--- config.mk ---
export PLATFORM = sky130hd
export DESIGN_NAME = spi_word_master
export DESIGN_NICKNAME = d
export VERILOG_FILES = /design/src/rtl/spi_word_master.sv
export SDC_FILE = /design/constraint.sdc
export NUM_CORES = 1
export LEC_CHECK = 0
export CORE_MARGIN = 4
export CORE_UTILIZATION = 56
export DETAILED_ROUTE_END_ITERATION = 12
export PLACE_DENSITY = 0.77
export SETUP_SLACK_MARGIN = 0.2
export SYNTH_ARGS = -nofsm -noshare
export SYNTH_HDL_FRONTEND = slang
export SYNTH_SLANG_ARGS = --single-unit
--- constraint.sdc ---
create_clock -name clk -period 2.75 [get_ports clk]
set_input_delay 0.6875 -clock clk [delete_from_list [all_inputs] [get_ports clk]]
set_output_delay 0.6875 -clock clk [all_outputs]
set_load 0.03 [all_outputs]
--- src/rtl/spi_word_master.sv ---
// SPI word master: sends WORD_W-bit words MSB first on sdo/sck with an
// active-high frame select, a one-entry holding buffer for back-to-back
// words, and a programmable cs-low gap between frames.
module spi_word_master #(
   parameter int CLK_DIV = 4,
   parameter int WORD_W  = 16,
   parameter int GAP_HP  = 2
) (
   input  logic              clk,
   input  logic              reset,
   input  logic              tx_valid,
   input  logic [WORD_W-1:0] tx_data,
   output logic              tx_ready,
   output logic              sck,
   output logic              sdo,
   output logic              cs,
   output logic              done,
   output logic              busy
);

   localparam int BIT_W = $clog2(WORD_W) + 1;

   localparam logic [2:0] IDLE = 3'd0;
   localparam logic [2:0] LEAD = 3'd1;
   localparam logic [2:0] HIGH = 3'd2;
   localparam logic [2:0] LOW  = 3'd3;
   localparam logic [2:0] GAP  = 3'd4;

   localparam logic [7:0]       DIV_LAST = 8'(CLK_DIV - 1);
   localparam logic [BIT_W-1:0] BIT_LAST = BIT_W'(WORD_W - 1);
   localparam logic [3:0]       GAP_LAST = 4'(GAP_HP - 1);

   logic [2:0]        state;
   logic [7:0]        div_cnt;
   logic [BIT_W-1:0]  bit_cnt;
   logic [3:0]        hp_cnt;
   logic              buf_full;
   logic [WORD_W-1:0] buf_data;
   logic [WORD_W-1:0] shift;
   logic              accept;
   logic              div_end;

   assign tx_ready = !buf_full;
   assign accept   = tx_valid && tx_ready;
   assign div_end  = (div_cnt == DIV_LAST);

   // Phase sequencing: divider counts system clocks inside each phase,
   // bit counter counts sck periods, hp counter counts gap half-periods.
   always_ff @(posedge clk) begin
      if (reset) begin
         state   <= IDLE;
         div_cnt <= 8'd0;
         bit_cnt <= '0;
         hp_cnt  <= 4'd0;
      end else begin
         case (state)
            IDLE: begin
               if (buf_full || accept) begin
                  state   <= LEAD;
                  div_cnt <= 8'd0;
                  bit_cnt <= '0;
               end
            end
            LEAD: begin
               if (div_end) begin
                  state   <= HIGH;
                  div_cnt <= 8'd0;
               end else begin
                  div_cnt <= div_cnt + 8'd1;
               end
            end
            HIGH: begin
               if (div_end) begin
                  state   <= LOW;
                  div_cnt <= 8'd0;
               end else begin
                  div_cnt <= div_cnt + 8'd1;
               end
            end
            LOW: begin
               if (div_end) begin
                  div_cnt <= 8'd0;
                  if (bit_cnt == BIT_LAST) begin
                     state   <= GAP;
                     bit_cnt <= '0;
                     hp_cnt  <= 4'd0;
                  end else begin
                     state   <= HIGH;
                     bit_cnt <= bit_cnt + BIT_W'(1);
                  end
               end else begin
                  div_cnt <= div_cnt + 8'd1;
               end
            end
            GAP: begin
               if (div_end) begin
                  div_cnt <= 8'd0;
                  if (hp_cnt == GAP_LAST) begin
                     state  <= IDLE;
                     hp_cnt <= 4'd0;
                  end else begin
                     hp_cnt <= hp_cnt + 4'd1;
                  end
               end else begin
                  div_cnt <= div_cnt + 8'd1;
               end
            end
            default: begin
               state   <= IDLE;
               div_cnt <= 8'd0;
               bit_cnt <= '0;
               hp_cnt  <= 4'd0;
            end
         endcase
      end
   end

   // Holding-buffer occupancy: drained into the shifter from IDLE, filled
   // by any word accepted while a frame (or its gap) is in progress.
   always_ff @(posedge clk) begin
      if (reset) begin
         buf_full <= 1'b0;
      end else if (state == IDLE && buf_full) begin
         buf_full <= 1'b0;
      end else if (accept && state != IDLE) begin
         buf_full <= 1'b1;
      end
   end

   // Data path: load the shifter at frame start, shift on entry to LOW so
   // sdo only moves while sck is low; capture buffered words.
   always_ff @(posedge clk) begin
      if (state == IDLE) begin
         if (buf_full) begin
            shift <= buf_data;
         end else if (accept) begin
            shift <= tx_data;
         end
      end else if (state == HIGH && div_end) begin
         shift <= {shift[WORD_W-2:0], 1'b0};
      end
      if (accept && state != IDLE) begin
         buf_data <= tx_data;
      end
   end

   // Output decode from the phase; sdo is forced low outside the frame.
   always_comb begin
      cs   = (state == LEAD) || (state == HIGH) || (state == LOW);
      sck  = (state == HIGH);
      sdo  = cs && shift[WORD_W-1];
      done = (state == GAP) && (div_cnt == 8'd0) && (hp_cnt == 4'd0);
      busy = (state != IDLE);
   end

endmodule

# Word level (Yosys, flattened, before mapping)
# Cells that the tools add are included.
# totals
inputBits,19
reg_bits,53
out_inout_bits,6
elab_cells,75
# op_classes
reduce_logical,24
bitwise_logic,2
muxes,24
add_sub_neg,3
eq_ne,15
# op_table
cell,count
$mux 16,4
$mux 3,7
$mux 4,4
$mux 8,2
$pmux 8 s2,1
$mux 5,3
$pmux 3 s5,1
$pmux 5 s3,1
$ne 2x2->1 const B,6
$pmux 4 s3,1
$add 8x1->8 const B,1
$eq 8x2->1 const B,1
$logic_not 8->1,1
$logic_and 1x1->1,7
$eq 3x2->1 const B,2
$reduce_and 6->1,1
$reduce_or 3->1,2
$add 5x1->5 const B,1
$eq 5x4->1 const B,1
$add 4x1->4 const B,1
$eq 4x1->1 const B,1
$logic_not 4->1,1
$reduce_and 4->1,1
$reduce_or 4->1,1
other kinds (13),16

# Logic depth before layout (Yosys ltp)
# Gate-level depths: netlist of the first run.
# depth
depth_word,5
depth_mapped,6
depth_no_buf,5

# Worst setup path after synthesis of the first run
# OpenSTA, ideal clock, no wires.
# synth_path
path_kind,reg2out
start,reg state[2]
end,out done
path_slack_ns,-0.016
path_stages_with_launch,5
arrival_ns,2.079
required_time_ns,2.062
path_buffers,0
path_cell_list,dfxtp_1 -> or3b_2 -> nor3b_1 -> nand2_1 -> nor4_1
# synth_between
elab_chain_cells,3
# synth_rtl
element,line_no,rtl
start: declaration,33,logic [2:0] state;
start signal: assignment,51,state <= IDLE;
start signal: assignment,59,state <= LEAD;
start signal: assignment,66,state <= HIGH;
$eq 3x3->1,152,done = (state == GAP) && (div_cnt == 8'd0) && (hp_cnt == 4'd0);
$logic_and 1x1->1 (2 in a row),152,
end: declaration,17,"output logic done,"
# No other way between the ends.

# Worst setup path in the final report of the first run
# layout_path
start,reg state[2]
end,out busy
# layout_between
elab_chain_cells,1
# layout_rtl
element,line_no,rtl
$reduce_bool 3->1,153,busy = (state != IDLE);
end: declaration,18,output logic busy
# No other way between the ends.

==> results of run 1 <==
## through the flow
stage	setup WS, ns	instances	area, µm²	total power (µW)
final	0.256	317	2990	1610
after floorplan	0.310	238	2570	1030
after global routing	0.152	317	2990	1670
after CTS	0.214	317	2990	1620
after detailed placement	0.325	309	2870	1100
after global placement	0.381	309	2870	1100
## Yosys cell counts, drive strengths merged, types with 4 or more instances
library cell / count
a21oi: 8
buf: 7
clkbuf: 5
dfxtp: 21
edfxtp: 32
inv: 9
mux2i: 16
nand2: 21
nand3: 6
nor2: 23
nor3: 7
o2111ai: 4
o21ai: 21
xnor2: 4
## cell families (layout without fill, tap and decap cells)
group / Yosys count / in the layout
and+or+nand+nor: 82 / 82
AOI/OAI and AO/OA: 56 / 56
DFF: 53 / 53
buffers and inverters: 21 / 48
muxes: 16 / 16
xor gates and xnor gates: 7 / 7
adders and majority gates: 3 / 3
## critical path, stage by stage (launching register included)
cell and delay (ns):
dfxtp_1 0.32, buf_4 0.18, nor3_2 0.41, inv_1 0.20, buf_4 0.22, buf_4 0.17
## power by group through the flow
stage	Combinational (µW)	Clock (µW)	Sequential, µW
5_1_grt	194	565	914
3_3_place_gp	171	0	925
2_1_floorplan	112	0	919
3_5_place_dp	174	0	927
4_1_cts	176	536	909
6_report	173	525	908
## layout make-up
type	count	area (µm²)
clock inverter	2	38.8
fill	329	1390
inverter	9	33.8
timing repair buffer	31	289
clock buffer	6	72.6
multi-input combinational	164	1110
sequential	53	1390
tap	52	65.1
## how the worst min path moves through the flow
stage,startpoint,to,slack [ns]
2_1_floorplan,bit_cnt[4]$_SDFFE_PP0P_,bit_cnt[4]$_SDFFE_PP0P_,0.45
3_3_place_gp,bit_cnt[4]$_SDFFE_PP0P_,bit_cnt[4]$_SDFFE_PP0P_,0.47
3_5_place_dp,bit_cnt[4]$_SDFFE_PP0P_,bit_cnt[4]$_SDFFE_PP0P_,0.47
4_1_cts,bit_cnt[4]$_SDFFE_PP0P_,bit_cnt[4]$_SDFFE_PP0P_,0.49
5_1_grt,bit_cnt[4]$_SDFFE_PP0P_,bit_cnt[4]$_SDFFE_PP0P_,0.49
6_report,bit_cnt[4]$_SDFFE_PP0P_,bit_cnt[4]$_SDFFE_PP0P_,0.48
## state kept, by name (all words and copies together), names as in the netlist
signal and count:
buf_full 1, state 3, shift 16, hp_cnt 4, div_cnt 8, buf_data 16, bit_cnt 5
## per-layer routing
metal	up-vias	global-route usage
met5	-	0
met4	0	0.0583
met3	6	0.0449
met2	20	0.286
met1	870	0.265
li1	941	-
## repair_timing
action,4_1_cts,5_1_grt
endpoints found under the setup margin,4,19
pin swaps,0,1
resized for setup,5,2
cloned,0,0
==> flow_summary.rst, run 1 <==
.. list-table::
   :header-rows: 1

   * - Metric
     - Value
   * - Endpoint of the most critical setup path
     - busy
   * - Worst Hold Slack
     - 0.480 ns
   * - Fraction of the mapped netlist area in compound gates
     - 0.157
   * - CTS Hold Buffers Added
     - 0
   * - Antenna violation net count after detailed routing
     - 0
   * - Sequential group share of total power
     - 0.565
   * - Number of antenna violations at the first check in global routing
     - 0
   * - Crit path kind
     - flop to output port
   * - CTS clk-pin slew, worst paths
     - 0.10 ns
   * - Total length of routed met3 wires
     - 145 µm
   * - Std-Cell Rows
     - 24
   * - Final number of setup-violating endpoints
     - 0
   * - Final weighted congestion of routability-driven global placement
     - 0.848
   * - Met2 wirelength from detailed routing
     - 2200 µm
   * - Die Outline Area
     - 5720 µm²
   * - Worst Setup SP
     - state[2]$_SDFFE_PP0P_
   * - Post-route core utilization
     - 0.682
   * - Synth Warn #
     - 0
   * - Global Route Usage Sum
     - 0.187
   * - Count of H-tree levels built during CTS
     - 2
   * - Slew Limit Fails
     - 0
   * - Final worst path period share
     - 0.907
   * - Post-Synth XOR/XNOR Area
     - 0.0239
   * - Portion of total power attributed to the clock network
     - 0.327
   * - Netlist cell types
     - 52
   * - Num Clock Sinks
     - 53
   * - Detailed-routing wirelength on met1
     - 2320 µm
   * - Critical path peak fanout
     - 14
   * - Total of flip-flops plus latches after synthesis
     - 53
   * - Sequential element share of the synthesized area
     - 0.539
   * - First-pass GRT wire length
     - 8150 µm
   * - Fraction of the mapped netlist area in simple logic gates
     - 0.170
   * - Number of nets in the finished design
     - 286
   * - Proportion of synthesized flip-flops having asynchronous set or reset
     - 0
   * - Share of synthesized area spent on multiplexers
     - 0.0625
   * - Remaining Overflow, GRT
     - 0
   * - Worst setup EP type
     - output port
   * - Slew at the pin closest to its max-slew limit
     - 0.731 ns
   * - Top library cells by usage in the layout, fill and taps aside
     - edfxtp_1 (32), nor2_1 (22), nand2_1 (21)
   * - Commonest non-fill, non-tap cell in the layout
     - edfxtp_1
   * - CTS tree
     - built
   * - Area added between synthesis and finish
     - 16.7%
   * - Number of buffers added by the clock tree synthesis step
     - 5
   * - Floorplan Core Area
     - 4380 µm²
   * - Combinational family with the most area after synthesis
     - simple AND/OR/NAND/NOR gates
   * - Number of cells traversed by the worst hold path
     - 1
   * - Post-synthesis instance area
     - 2560 µm²
   * - Synth Area in Adders
     - 0.0146
   * - Number of iterations in the first detailed-routing pass
     - 4
   * - Die H
     - 75.7 µm
   * - Critical path data arrival time
     - 1.81 ns
   * - Number of buffers inserted by post-CTS setup repair
     - 0
   * - Routed wire length
     - 4740 µm
   * - Predominant post-synthesis flop cell
     - edfxtp_1
   * - Number of failing hold endpoints at the final stage
     - 0
   * - Library cell with the largest summed area after synthesis
     - edfxtp_1
   * - Detailed placement HPWL
     - 3380 µm
   * - Reg-to-reg critical path startpoint
     - div_cnt[0]$_SDFFE_PP0P_
   * - Fraction of layout instances using a drive strength above 1
     - 0.128
   * - Top cells by area in the synthesized netlist
     - edfxtp_1 (37%), dfxtp_1 (16%), mux2i_1 (6.2%)
   * - Gate Count Post-Synth
     - 238
   * - Internal Power
     - 1240 µW
   * - Total DRC errors in the routed layout
     - 0
   * - Maximum number of pins on one net before global-route repair
     - 26
   * - Clk buf depth
     - 2
   * - Diode count
     - 0
   * - Max-cap violations
     - 0
   * - Worst reg2reg path endpoint
     - shift[2]$_DFFE_PP_
   * - Maximum ir drop on the vdd rail
     - 0.000362 V
   * - Number of I/O port buffers
     - 24
   * - Comb power frac
     - 0.108
   * - Slack of the worst reg-to-reg path
     - 0.54 ns
   * - Vias in the first global route
     - 1763
   * - DR vias/cell
     - 5.79
   * - Top metal layer carrying routed signals
     - met4
   * - Post-Route Setup TNS
     - 0 ns
   * - Total power density per cell area
     - 537 nW/µm²
   * - Category of the worst setup path launch point
     - flop
   * - Switching Share
     - 0.228
   * - Number of top-level pins
     - 25
   * - Achievable Freq
     - 0.401 GHz
   * - Post-layout minimum cycle time
     - 2.49 ns
   * - Die Width
     - 75.7 µm
   * - RSZ-0062 raised after global routing
     - true
   * - Area share of the largest cell type after synthesis
     - 0.375
   * - Starting density of the core
     - 0.585
   * - Net Switching
     - 366 µW
   * - WL per Instance
     - 14.9 µm
   * - Final worst clock skew
     - 0.00630 ns
   * - Overall via count from detail_route
     - 1837
   * - Synthesized area per cell
     - 10.8 µm²
   * - Class of the tightest hold or removal check
     - flop to flop
   * - Clk Latency, worst-skew pair
     - 0.31 ns
   * - LEAKAGE
     - 0.00102 µW
   * - Number of enable flip-flop cells after synthesis
     - 32
   * - Headroom to the max-slew limit
     - 0.513
   * - Initial DRC Count
     - 159
   * - WP data required
     - 2.06 ns
   * - Run status
     - finished clean
   * - Post-synth net total
     - 260
   * - Depth of the worst register-to-register path
     - 4
   * - Root cell of the clock tree
     - clkbuf_8
(Power assumes the default switching activity.)
==> run 2: changes to the inputs <==
- CAP_MARGIN: unset -> 20
==> results of run 2 <==
Final layout, timing and power as in run 1 (identical DEF).
